[config.mk]
export PLATFORM = sky130hd
export DESIGN_NAME = i2c_config_seq
export DESIGN_NICKNAME = d
export VERILOG_FILES = /design/src/rtl/i2c_config_seq.sv
export SDC_FILE = /design/constraint.sdc
export NUM_CORES = 1
export LEC_CHECK = 0
export ABC_AREA = 1
export BUFFER_PORTS_ARGS = -buffer_cell sky130_fd_sc_hd__buf_2
export CORE_MARGIN = 10
export CORE_UTILIZATION = 50
export DETAILED_ROUTE_END_ITERATION = 6
export PLACE_DENSITY = 0.74
export SYNTH_ARGS = -nofsm -noshare
export SYNTH_HDL_FRONTEND = slang
export SYNTH_SLANG_ARGS = --single-unit
[constraint.sdc]
create_clock -name clk -period 1.7 [get_ports clk]
set_input_delay 0.255 -clock clk [delete_from_list [all_inputs] [get_ports clk]]
set_output_delay 0.255 -clock clk [all_outputs]
set_load 0.01 [all_outputs]
[src/rtl/i2c_config_seq.sv]
// rtl/i2c_config_seq.sv - walks a register LUT out through an I2C master, with per-word NACK retry
module i2c_config_seq #(
   parameter int         LUT_SIZE   = 10,
   parameter int         IDX_W      = 6,
   parameter logic [7:0] DEV_ADDR   = 8'h34,
   parameter int         MAX_RETRY  = 3,
   parameter int         GAP_CYCLES = 4,
   parameter int         AUTO_START = 1
) (
   input  logic             clk,
   input  logic             reset,
   input  logic             start,
   input  logic             mend,
   input  logic             mack,
   input  logic [15:0]      lut_data,
   output logic [IDX_W-1:0] lut_index,
   output logic             mgo,
   output logic [23:0]      i2c_data,
   output logic             busy,
   output logic             done,
   output logic             err,
   output logic [IDX_W-1:0] err_index
);

   typedef enum logic [2:0] {
      S_IDLE,
      S_LOAD,
      S_WAIT,
      S_GAP,
      S_DONE,
      S_ERROR
   } state_t;

   localparam logic [IDX_W-1:0] LAST_IDX  = IDX_W'(LUT_SIZE - 1);
   localparam logic [3:0]       RETRY_LIM = 4'(MAX_RETRY);
   localparam logic [7:0]       GAP_LAST  = 8'(GAP_CYCLES - 1);
   localparam state_t           NEXT_XFER = (GAP_CYCLES == 0) ? S_LOAD : S_GAP;

   state_t     state;
   logic [3:0] retry;
   logic [7:0] gap_cnt;
   logic       first_cycle;
   logic       launch;

   // first_cycle is high only on the first clock after reset release
   assign launch = start || ((AUTO_START != 0) && first_cycle);

   always_ff @(posedge clk or negedge reset) begin
      if (!reset) begin
         state       <= S_IDLE;
         retry       <= '0;
         gap_cnt     <= '0;
         first_cycle <= 1'b1;
         lut_index   <= '0;
         mgo         <= 1'b0;
         i2c_data    <= '0;
         busy        <= 1'b0;
         done        <= 1'b0;
         err         <= 1'b0;
         err_index   <= '0;
      end else begin
         first_cycle <= 1'b0;
         case (state)
            S_IDLE, S_DONE, S_ERROR: begin
               if (launch) begin
                  lut_index <= '0;
                  retry     <= '0;
                  gap_cnt   <= '0;
                  done      <= 1'b0;
                  err       <= 1'b0;
                  busy      <= 1'b1;
                  state     <= S_LOAD;
               end
            end
            S_LOAD: begin
               i2c_data <= {DEV_ADDR, lut_data};
               mgo      <= 1'b1;
               state    <= S_WAIT;
            end
            S_WAIT: begin
               if (mend) begin
                  mgo <= 1'b0;
                  if (mack) begin
                     if (lut_index == LAST_IDX) begin
                        done  <= 1'b1;
                        busy  <= 1'b0;
                        state <= S_DONE;
                     end else begin
                        lut_index <= lut_index + IDX_W'(1);
                        retry     <= '0;
                        state     <= NEXT_XFER;
                     end
                  end else if (retry < RETRY_LIM) begin
                     retry <= retry + 4'd1;
                     state <= NEXT_XFER;
                  end else begin
                     err       <= 1'b1;
                     err_index <= lut_index;
                     busy      <= 1'b0;
                     state     <= S_ERROR;
                  end
               end
            end
            S_GAP: begin
               if (gap_cnt == GAP_LAST) begin
                  gap_cnt <= '0;
                  state   <= S_LOAD;
               end else begin
                  gap_cnt <= gap_cnt + 8'd1;
               end
            end
            default: state <= S_IDLE;
         endcase
      end
   end

endmodule

Yosys cells after proc, flatten, opt, wreduce, memory -nomap -nowiden. Index checks and enable logic that the tools add are counted.

Flip-flop bits (word level): 49. Latch bits: 0. RAM bits: 0. Bits in read-only memories: 0. Input port bits: 21. Output and inout bits: 40. Word-level logic and storage cells: 89. Memories: 0.

Add/sub/neg operators: 3. Multipliers: 0. Divide/modulo/power cells: 0. Order comparisons: 1. Equality and inequality tests: 19. Shift operators: 0. Mux-type cells: 38. Bitwise operators: 2. Reductions and logical operators: 15.

Operators by type and width (count): $reduce_and 5->1 (5); $mux 6 (4); $mux 4 (5); $mux 3 (6); $mux 8 (2); $ne 2x2->1 const B (8); $pmux 8 s2 (1); $mux 1 (13); $ne 3x3->1 const B (4); $pmux 3 s4 (1); $pmux 6 s2 (1); $add 8x1->8 const B (1); $eq 8x2->1 const B (1); $pmux 1 s2 (4); $pmux 4 s2 (1); $add 6x1->6 const B (1); $eq 3x2->1 const B (2); $eq 3x3->1 const B (2); $eq 6x4->1 const B (1); $reduce_bool 2->1 (3); $add 4x1->4 const B (1); $lt 4x2->1 const B (1); $reduce_and 2->1 (2); $reduce_and 4->1 (1); 6 further kinds (7).

Depth between registers and ports, before layout.
Word-level depth: 5. Depth in mapped cells: 9. Gate-level depth less buffers: 9.

Worst setup path before layout. OpenSTA, ideal clock, no wires.

Path kind: reg-to-reg. Start: register state[0]. End: register err_index[5]. Setup time: 0.118 ns. Data arrival time: 1.254 ns. Data required time: 1.582 ns. Setup slack: 0.328 ns. Cell stages (with the launch flop): 8. Path buffers: 1. Period minus slack after synthesis: 1.372 ns. Cell sequence: dfrtp_1 -> nor3_4 -> inv_4 -> nor2_4 -> nand2_2 -> buf_6 -> nand2_1 -> o21ai_2.

Longest elaborated chain between the ends: 2.

Ends and longest elaborated chain: start: declaration (RTL line 39) `state_t state;`; start signal: assignment (RTL line 50) `state <= S_IDLE;`; start signal: assignment (RTL line 72) `state <= S_LOAD;`; start signal: assignment (RTL line 78) `state <= S_WAIT;`; $eq 3x2->1 (RTL line 63) `case (state)`; $reduce_and 4->1 (no line); end signal: assignment (RTL line 98) `err_index <= lut_index;`; end: declaration (RTL line 22) `output logic [IDX_W-1:0] err_index`.

Every way passes these cells. A chain may end at the register's enable or synchronous reset.

Worst setup path after layout.
Start: register state[2]. End: register state[0].

Longest elaborated chain between the ends: 4. Elaborated cells on any way between the ends: 12. Those cells by class: eq/ne (8); mux (1); reduce/logical (3).

Ends and longest elaborated chain (RTL line): $eq 3x3->1 or $logic_not 3->1 (tied branches) (63); $reduce_or 3->1 (63); $ne 2x2->1 (no line); $reduce_and 3->1 (no line).

Parallel ways exist; a longest one is shown, timed or not.

==> flow_metrics.tcl <==
set metrics [dict create \
    worstPathMaxFanout 11 \
    regArea_um2 1230 \
    yosys-top-cells-count "nand2_1, dfrtp_1, inv_1" \
    wl_per_cell_um 13.1 \
    cts_tree "built" \
    synthTopCellsByArea "dfrtp_1, nand2_1, mux2_2" \
    seq_area_frac_synth 0.509 \
    slowest_delay_ns 0.43 \
    antenna_found_initial 0 \
    tns_ns 0 \
    hold_depth 2 \
    status "complete, no violations" \
    numPortBuffers 55 \
    synth.top_cell.area_share 0.498 \
    h-tree-depth 2 \
    dieArea_um2 8000 \
    rows 25 \
    clock.fmax_mhz 672 \
    setup_viol 0 \
    crit_family "simple AND/OR/NAND/NOR gates" \
    r2r-start "state[2]" \
    drv_cap 0 \
    fin_crit_ns 1.49 \
    synth-edff-count 0 \
    finalCritPeriodShare 0.875 \
    post-synth-top-area-cell "dfrtp_1" \
    cts_sinks 49 \
    cp_slowest_cell "dfrtp_1" \
    arrival_ns 1.68 \
    path_buf_inv 2 \
    syn_avg_cell_area_um2 8.93 \
    min_path_type "input port to register" \
    antennaDiodeCount 0 \
    leakage_uw 0.00154 \
    rrSetupSlack_ns 0.21 \
    p_per_area_nw_per_um2 1500 \
    finish.instance_area_um2 2850 \
    core_um2 4690 \
    syn_to_final_growth_pct 18.2 \
    synth_most_common_cell "nand2_1" \
    crit_required_ns 1.89 \
    finalPower_uw 4290 \
    start_kind "register" \
    rsz0062_at_grt "false" \
    routed_wl_mm 5.06 \
    drtPass1Iterations 4 \
    hp-start "lut_data[13]" \
    async_reset_ff_frac 1.00 \
    clock_path_buffers 2 \
    utilization 0.608 \
    die_w_um 89.5 \
    syn_inst 270 \
    multi_input_area_um2 1010 \
    fp.dieH_um 89.5 \
    cp-end-kind "register" \
    ant_nets 0 \
    r2r_end "state[0]" \
    via_per_inst 5.02 \
    overflow 0 \
    drc 0 \
    start_util 0.514 \
    clk_pin_slew_ns 0.09 \
    vias 1942 \
    grtUsageTotal 0.131 \
    final.setup_skew_ns 0.0104 \
    ir_worst_vdd_mv 1.07 \
    yosysUniqueCellTypes 31 \
    min_to "i2c_data[13]" \
    synth_area_um2 2410 \
    num_io_pins 61 \
    clock-root-buffer "clkbuf_8" \
    slew_viol_final 0 \
    place.detailed.hpwl_mm 4.05 \
    grt_pass1_wl_mm 8.42 \
    hold_viol_final 0 \
    clk_latency_ns 0.30 \
    final_layout_size_suffix_gt1_frac 0.306 \
    cp_cell_sequence "inv_1 > nand2_2 > nor2_2 > inv_1 > nor2_2 > nor2_1 > nand2_1 > nand2_1" \
    gp_congestion 0.885 \
    drt_iter0_markers 60 \
    dpl-instance-area_um2 2720 \
    grt_pass1_vias 1956 \
    rr_worst_depth 8 \
    cts_buffers 5 \
    grt_max_degree 25 \
    fillers 416 \
    cts_setup_buffers 0 \
    ys_seq_elements 49 \
    yosysWarnings 0 \
    yosys_most_used_dff "dfrtp_1" \
    crit_type "register to register" \
    nNetsFinal 357 \
]
what timing repair did:
item                                    in CTS  in global routing
endpoints found under the setup margin       0                  1
endpoints found under the hold margin       11                  0
hold buffers                                 1                  0
gates resized for setup                      0                  1
routing by layer:
metal	vias to the layer above	part of all wire	global-route usage
met5	-	0	0
met4	0	0.0079	0.0347
met3	7	0.11	0.0556
met2	72	0.45	0.212
met1	892	0.44	0.158
li1	971	-	-
power breakdown:
part	switching, µW	leakage, µW	internal, µW	total, µW
sequential	213	0.000624	1500	1710
clock	383	0.0000543	440	823
combinational	1040	0.000862	717	1760
total	1640	0.00154	2650	4290
cell usage in the layout, fill, tap and decap left out, types with 2 or more instances in the layout:
cell type and instances:
conb_1 6, o22ai_1 2, xor2_1 2, buf_2 55
nand2_2 3, nand4_1 3, inv_2 2, a21oi_1 3
nor2_1 23, o21ai_0 8, ha_1 4, clkbuf_8 5
nor3_1 2, buf_4 4, inv_1 27, mux2_2 16
nor2_2 3, nand2_1 75, o21ai_2 5, dfrtp_1 48
nand3_1 23
worst reg2reg max path, cell delays in order (launching register included):
cell	delay [ns]
dfrtp_1	0.43
inv_1	0.12
nand2_2	0.09
nor2_2	0.15
inv_1	0.18
nor2_2	0.22
nor2_1	0.08
nand2_1	0.08
nand2_1	0.05
worst max path at each step:
stage / from / endpoint / slack (ns) / cells past startpoint
global route: state[2] / state[0] / 0.07 / 8
CTS: state[2] / state[0] / 0.15 / 8
detailed placement: state[2] / state[0] / 0.19 / 8
floorplan: state[0] / err_index[5] / 0.33 / 7
global placement: state[2] / state[1] / 0.26 / 8
finish: state[2] / state[0] / 0.21 / 8
registers in the layout (all words and copies together), names as in the netlist:
register,flops
i2c_data,17
gap_cnt,8
err_index,6
lut_index,6
retry,4
state,3
busy,1
done,1
err,1
first_cycle,1
mgo,1
through the flow:
step	setup slack (ns)	instances	hold WS, ns
floorplan	0.328	275	-0.0406
global placement	0.265	378	0.160
detailed placement	0.187	378	0.151
CTS	0.154	387	0.166
global route	0.0719	387	0.168
finish	0.212	387	0.177
cells by family after synthesis:
| group | Yosys count | share of synthesized area |
|---|---|---|
| other | 1 | 0.00155 |
| buffers and inverters | 40 | 0.0809 |
| AND/OR/NAND/NOR | 137 | 0.250 |
| XOR/XNOR | 3 | 0.0109 |
| multiplexers | 16 | 0.0747 |
| flip-flops | 49 | 0.509 |
| AO/OA/AOI/OAI | 20 | 0.0524 |
| adder cells (fa/ha/maj) | 4 | 0.0207 |
area by class of cell:
cell class | instances | area share
Sequential cell | 49 | 0.430
Clock inverter | 3 | 0.0162
Inverter | 30 | 0.0404
Tap cell | 54 | 0.0237
Clock buffer | 5 | 0.0241
Timing Repair Buffer | 60 | 0.111
Multi-Input combinational cell | 186 | 0.355
Power figures use the tool's default switching activity.
